`src/rtl/thermal_head_rx.sv`:
```
// Printhead serial receiver/checker: oversamples SCLK/DI/LAT/STB, captures lines,
// counts black dots, measures strobe width and flags protocol violations.
module thermal_head_rx #(
  parameter int DOTS    = 384,
  parameter int STB_MAX = 4000
) (
  input  logic        CLK,
  input  logic        RST,
  input  logic        SCLK,
  input  logic        DI,
  input  logic        LAT,
  input  logic        STB,
  input  logic        ERR_CLR,
  input  logic [8:0]  RD_ADDR,
  output logic        RD_DOT,
  output logic        LINE_VALID,
  output logic [8:0]  LINE_DOTS,
  output logic [12:0] STB_WIDTH,
  output logic [9:0]  BIT_COUNT,
  output logic [2:0]  ERR
);

  typedef enum logic [1:0] {IDLE, ARMED, STROBE} state_t;

  localparam logic [12:0] WSAT = 13'h1FFF;
  localparam logic [12:0] SMAX = 13'(STB_MAX);
  localparam logic [9:0]  BSAT = 10'h3FF;
  localparam logic [9:0]  NDOT = 10'(DOTS);
  localparam logic [8:0]  LAST = 9'(DOTS - 1);
  localparam logic [8:0]  AMAX = 9'(DOTS);

  // bit order in sync vectors: {STB, LAT, DI, SCLK}
  logic [3:0] s1, s2;
  logic [2:0] dly;

  always_ff @(posedge CLK or posedge RST) begin
    if (RST) begin
      s1  <= '0;
      s2  <= '0;
      dly <= '0;
    end else begin
      s1  <= {STB, LAT, DI, SCLK};
      s2  <= s1;
      dly <= {s2[3], s2[2], s2[0]};
    end
  end

  logic sclk_rise, di_s, lat_rise, stb_rise, stb_fall, stb_hi;

  assign sclk_rise = s2[0] & ~dly[0];
  assign di_s      = s2[1];
  assign lat_rise  = s2[2] & ~dly[1];
  assign stb_hi    = s2[3];
  assign stb_rise  = s2[3] & ~dly[2];
  assign stb_fall  = ~s2[3] & dly[2];

  state_t          state;
  logic [DOTS-1:0] shift_reg;
  logic [DOTS-1:0] latch_reg;
  logic [12:0]     wcnt;
  logic            counting;
  logic            scan_on;
  logic            scan_done;
  logic [8:0]      scan_idx;
  logic [8:0]      scan_cnt;
  logic            req;

  logic       in_strobe, scan_fin, req_now, fire;
  logic [2:0] err_set;
  logic [8:0] scan_sum;

  assign in_strobe = (state == STROBE);
  assign scan_sum  = scan_cnt + {8'b0, latch_reg[scan_idx]};
  // a restart in the same cycle discards the finishing scan
  assign scan_fin  = scan_on && (scan_idx == LAST) && !lat_rise;
  assign req_now   = in_strobe && stb_fall;
  assign fire      = (req || req_now) && (scan_done || scan_fin) && !lat_rise;

  assign err_set[0] = in_strobe && lat_rise;
  assign err_set[1] = in_strobe && counting && stb_hi && !stb_rise
                      && (wcnt == SMAX);
  assign err_set[2] = lat_rise && (BIT_COUNT < NDOT);

  always_ff @(posedge CLK or posedge RST) begin
    if (RST) begin
      state      <= IDLE;
      shift_reg  <= '0;
      latch_reg  <= '0;
      wcnt       <= '0;
      counting   <= 1'b0;
      scan_on    <= 1'b0;
      scan_done  <= 1'b0;
      scan_idx   <= '0;
      scan_cnt   <= '0;
      req        <= 1'b0;
      RD_DOT     <= 1'b0;
      LINE_VALID <= 1'b0;
      LINE_DOTS  <= '0;
      STB_WIDTH  <= '0;
      BIT_COUNT  <= '0;
      ERR        <= '0;
    end else begin
      if (sclk_rise)
        shift_reg <= {shift_reg[DOTS-2:0], di_s};

      if (lat_rise)
        BIT_COUNT <= '0;
      else if (sclk_rise && BIT_COUNT != BSAT)
        BIT_COUNT <= BIT_COUNT + 10'd1;

      if (lat_rise)
        latch_reg <= shift_reg;

      // width counter runs for every strobe; only STROBE requests a line pulse
      if (stb_rise) begin
        wcnt     <= 13'd1;
        counting <= 1'b1;
      end else if (counting) begin
        if (stb_hi && wcnt != WSAT)
          wcnt <= wcnt + 13'd1;
        if (stb_fall) begin
          STB_WIDTH <= wcnt;
          counting  <= 1'b0;
        end
      end

      if (lat_rise) begin
        scan_on   <= 1'b1;
        scan_done <= 1'b0;
        scan_idx  <= '0;
        scan_cnt  <= '0;
      end else if (scan_on) begin
        scan_cnt <= scan_sum;
        scan_idx <= scan_idx + 9'd1;
        if (scan_idx == LAST) begin
          scan_on   <= 1'b0;
          scan_done <= 1'b1;
          LINE_DOTS <= scan_sum;
        end
      end

      case (state)
        IDLE:    if (lat_rise) state <= ARMED;
        ARMED:   if (stb_rise) state <= STROBE;
        STROBE:  if (stb_fall) state <= IDLE;
        default: state <= IDLE;
      endcase

      if (fire)
        req <= 1'b0;
      else if (req_now)
        req <= 1'b1;

      LINE_VALID <= fire;
      ERR        <= err_set | (ERR_CLR ? 3'b000 : ERR);
      RD_DOT     <= (RD_ADDR < AMAX) ? latch_reg[RD_ADDR] : 1'b0;
    end
  end

endmodule
```
`config.mk`:
```
export PLATFORM = sky130hd
export DESIGN_NAME = thermal_head_rx
export DESIGN_NICKNAME = d
export VERILOG_FILES = /design/src/rtl/thermal_head_rx.sv
export SDC_FILE = /design/constraint.sdc
export NUM_CORES = 2
export LEC_CHECK = 0
export ABC_AREA = 1
export BUFFER_PORTS_ARGS = -buffer_cell sky130_fd_sc_hd__buf_4
export CAP_MARGIN = 20
export CORE_MARGIN = 4
export CORE_UTILIZATION = 36
export CTS_BUF_LIST = sky130_fd_sc_hd__clkbuf_4 sky130_fd_sc_hd__clkbuf_8
export CTS_CLUSTER_SIZE = 25
export DETAILED_ROUTE_END_ITERATION = 16
export GPL_ROUTABILITY_DRIVEN = 0
export GPL_TIMING_DRIVEN = 0
export SYNTH_ARGS = -nofsm -noshare
export SYNTH_HDL_FRONTEND = slang
export SYNTH_SLANG_ARGS = --single-unit
```
`constraint.sdc`:
```
create_clock -name CLK -period 46.5 [get_ports CLK]
set_clock_uncertainty 0.1 [all_clocks]
set_input_delay 0 -clock CLK [delete_from_list [all_inputs] [get_ports CLK]]
set_output_delay 0 -clock CLK [all_outputs]
set_load 0.1 [all_outputs]
```
After elaboration in Yosys (flattened, before gate mapping) --
Cells that the tools add are included.
Storage, ports and cells: word-level logic and storage cells 106, bits in registers 853, input port bits 16, output and inout port bits 37
Cells by class: eq/ne operators 9, add/sub/neg operators 4, mux-type cells 30, reductions and logical operators 29, bitwise logic cells 11, magnitude comparators 4
Operator list (count):
- $mux 13 | 3
- $mux 9 | 4
- $lt 9x10->1 const B | 2
- $mux 10 | 2
- $bmux 1 s9 | 2
- $mux 1 | 14
- $add 13x1->13 const B | 1
- $eq 13x12->1 const B | 1
- $logic_and 1x1->1 | 13
- $ne 13x13->1 const B | 1
- $reduce_bool 2->1 | 6
- $add 10x1->10 const B | 1
- $lt 10x9->1 const B | 1
- $ne 10x10->1 const B | 1
- $add 9x1->9 | 1
- $add 9x1->9 const B | 1
- $eq 9x9->1 const B | 1
- $lt 9x9->1 const B | 1
- $reduce_and 3->1 | 3
- $mux 2 | 3
- $ne 2x2->1 const B | 3
- $not 1->1 | 6
- $pmux 2 s3 | 1
- $and 1x1->1 | 4
- other kinds (8) | 11

Logic depth before layout (Yosys ltp) --
depth after elaboration 8, gate-level depth with buffers 27

Worst setup path after synthesis --
Ideal clock, no wire load.
kind register -> register, from register scan_idx[0], to register scan_cnt[8], path slack 43682 ps, arrival time 2634 ps, required time 46317 ps, path buffers 4, cell stages (with the launch flop) 23, cell sequence dfrtp_1 buf_6 buf_6 buf_6 buf_6 a21oi_1 o21ai_1 a31oi_1 nor2_1 nor2_1 nand2_1 nand2_1 nand3_1 nand2_1 ha_1 ha_1 nand3_1 nor2_1 nand2_1 nor3_1 xor2_1 inv_1 o21ai_0
Between the ends: cells in the longest elaborated chain, start to end 5
RTL lines:
- from (decl) | RTL line 64 | logic [8:0] scan_idx;
- from (signal assigned) | RTL line 134 | scan_idx <= scan_idx + 9'd1;
- $bmux 1 s9 | RTL line 73 | assign scan_sum = scan_cnt + {8'b0, latch_reg[scan_idx]};
- $mux 1 (not written as such) | RTL line 73
- $add 9x1->9 | RTL line 73
- $mux 9 | RTL line 132 | end else if (scan_on) begin
- $mux 9 | RTL line 127 | if (lat_rise) begin
- to (signal assigned) | RTL line 133 | scan_cnt <= scan_sum;
- to (decl) | RTL line 65 | logic [8:0] scan_cnt;
No other way between the ends. The select of a mux whose other input is x is not followed. A chain may end at the register's enable or synchronous reset.

Final worst setup path --
from register scan_idx[1], to register scan_cnt[8]
The elaborated chain is that of the path after synthesis.

==> out/qor.yml <==
status: "complete, no violations"
ios: 53
p_int_mw: 1.25
wire_per_inst_um: 22.1
root_buffer: "clkbuf_8"
crit_type: "register to register"
holdCritPathClass: "register to register"
h-tree-depth: 4
top_usage_layer: "met2"
tightest_slew_ns: 1.29
globalRouteMet2Util_pct: 35.0
max_clock_freq_mhz: 224
clk_pin_slew_ns: 0.06
netlist_instances: 4890
insertion_delay_ns: 0.83
cts_made_buffers: 148
synth.largest_area_cell: "dfrtp_1"
dr.pass1.iters: 9
cts_resized: 0
grt_overflow: 0
yosys_warnings: 0
synth.most_common_cell: "nand2_1"
viasPerCell: 5.52
switching_share_pct: 32.7
syn2layout_area_growth_pct: 14.5
num_rows: 120
core-area_mm2: 0.108
crit_fanout: 10
clkSinkCount: 853
gr-usage-met1_pct: 34.9
final_util_pct: 41.8
cap_violations: 0
fp.dieW_um: 338
syn_nets: 4912
fin_cells: 6624
synthTopCellsByCount: "nand2_1, o21ai_0, dfrtp_1, inv_1, nand3_1"
grt_pass1_wl_um: 218000
clk_path_buf_depth: 3
met3_usage_pct: 7.77
period_needed_ns: 4.46
synthDistinctLibCells: 39
die-area_mm2: 0.114
clkPwrFrac_pct: 39.2
syn-mean-instance-area_um2: 8.01
nets: 5136
arrival_ns: 5.08
antenna_left: 0
synth_area_mm2: 0.0392
p_seq_share_pct: 41.1
power_density_mw_per_mm2: 41.5
ys_async_sr_fraction_pct: 100
layout-drive-gt1-share_pct: 8.57
r2r_slack_ns: 42.04
start_util_pct: 36.5
antenna_found_initial: 5
grt_pass1_vias: 34289
portBuffers: 49
synth_top_area_share_pct: 54.5
end_kind: "register"
dp.cells: 6351
vias: 36587
synth_seq_cells: 853
dieHeight_um: 338
yosysSeqAreaShare_pct: 54.5
grt_usage_pct: 25.4
critPathLaunchType: "register"
cts_tree: "yes"
synth_top_cells_by_area: "dfrtp_1, nand2_1, o21ai_0, nand3_1, inv_1"
report.final.slew_viol_count: 0
power_leakage_nw: 19.6
power.switching_mw: 0.610
rsz0062_at_grt: "no"
peakVddDrop_mv: 0.0296
synth-edff-count: 0
hold_viol_final: 0
dp_hpwl_um: 100000
drtIter0Drc: 5385
synth-main-ff-cell: "dfrtp_1"
wl_um: 146000
grt_max_degree: 131
finalSetupViolations: 0
timing.final.crit_share_pct: 9.58
drc_errors: 0
tns_ns: 0
comb_power_share_pct: 19.7
required_ns: 47.13
max_slew_margin_pct: 13.7
[cell type report]
type	instances	area (µm²)
clock buffer	229	2890
buffer	332	1520
timing repair buffer	74	763
inverter	471	1780
multi-input combinational	3234	14600
clock inverter	24	268
tap	1403	1760
fill	10889	62600
sequential	853	21300
antenna	4	10.0
[critical path, cell delays in order (launching register included)]
cell and delay [ns]:
dfrtp_1 0.43, clkbuf_1 0.98, o21ai_0 0.21, o211ai_1 0.29, nand3_1 0.12, nand2_1 0.14, nand3_1 0.09, nand2_1 0.11
nand3_1 0.17, nand2_1 0.14, nand2_1 0.06, nand2_1 0.22, ha_1 0.23, ha_1 0.18, nand3_1 0.12, nor2_1 0.11
nand2_1 0.08, nor3_1 0.20, xor2_1 0.16, inv_1 0.07, o21ai_0 0.15
[layer usage]
metal,wire length [µm],up-vias
met1,59600,17275
met4,10500,0
li1,-,16281
met3,18600,681
met2,57800,2350
met5,0,-
[cells by family after synthesis]
family / synth area share, %
AND/OR/NAND/NOR: 21.2
AO/OA/AOI/OAI: 15.6
flip-flops: 54.5
buffers and inverters: 8.41
XOR/XNOR: 0.179
adder cells (fa/ha/maj): 0.192
[power groups by stage]
stage,registers [mW],logic (mW),clock network [mW]
4_1_cts,0.765,0.344,0.744
6_report,0.765,0.368,0.731
2_1_floorplan,0.787,0.190,0
3_3_place_gp,0.780,0.338,0
5_1_grt,0.766,0.377,0.781
3_5_place_dp,0.778,0.341,0
[through the flow]
| stage | setup WS (ns) | hold WS (ns) | instance area (µm²) | total power, mW |
|---|---|---|---|---|
| after global placement | 12.87 | 0.0115 | 41300 | 1.12 |
| after detailed placement | 42.20 | -0.0760 | 41600 | 1.12 |
| after global routing | 41.79 | 0.207 | 44900 | 1.92 |
| final | 42.04 | 0.238 | 44900 | 1.86 |
| after CTS | 42.20 | 0.122 | 44900 | 1.85 |
| after floorplan | 22.43 | -0.0686 | 39200 | 0.977 |
[path summary, 6_finish.rpt]
| check | end | depth (start not counted) | startpoint |
|---|---|---|---|
| worst max-delay path | scan_cnt[8] | 20 | scan_idx[1] |
| worst min-delay path | dly[0] | 0 | s2[0] |
| worst max register to register | scan_cnt[8] | 20 | scan_idx[1] |
| worst min register to register | dly[0] | 0 | s2[0] |
| max in group asynchronous | latch_reg[40] | 8 | RST |
| min in group asynchronous | shift_reg[206] | 4 | RST |
[cell usage in the layout (no fill, tap or decap), types with 17 or more instances in the layout]
| cell type | instances |
|---|---|
| nand2_1 | 1367 |
| o21ai_0 | 969 |
| dfrtp_1 | 853 |
| inv_1 | 459 |
| nand3_1 | 428 |
| nor2_1 | 203 |
| clkbuf_1 | 192 |
| clkbuf_8 | 187 |
| a21oi_1 | 101 |
| buf_2 | 81 |
| buf_4 | 68 |
| o211ai_1 | 56 |
| clkbuf_4 | 42 |
| o21ai_1 | 27 |
| buf_1 | 26 |
| nor3_1 | 17 |
[repair_timing]
| action | 4_1_cts | 5_1_grt |
|---|---|---|
| setup buffers | 0 | 0 |
| endpoints found under the hold margin | 198 | 0 |
| hold buffers | 16 | 0 |
Note: power is estimated with default switching activity, not from simulation.
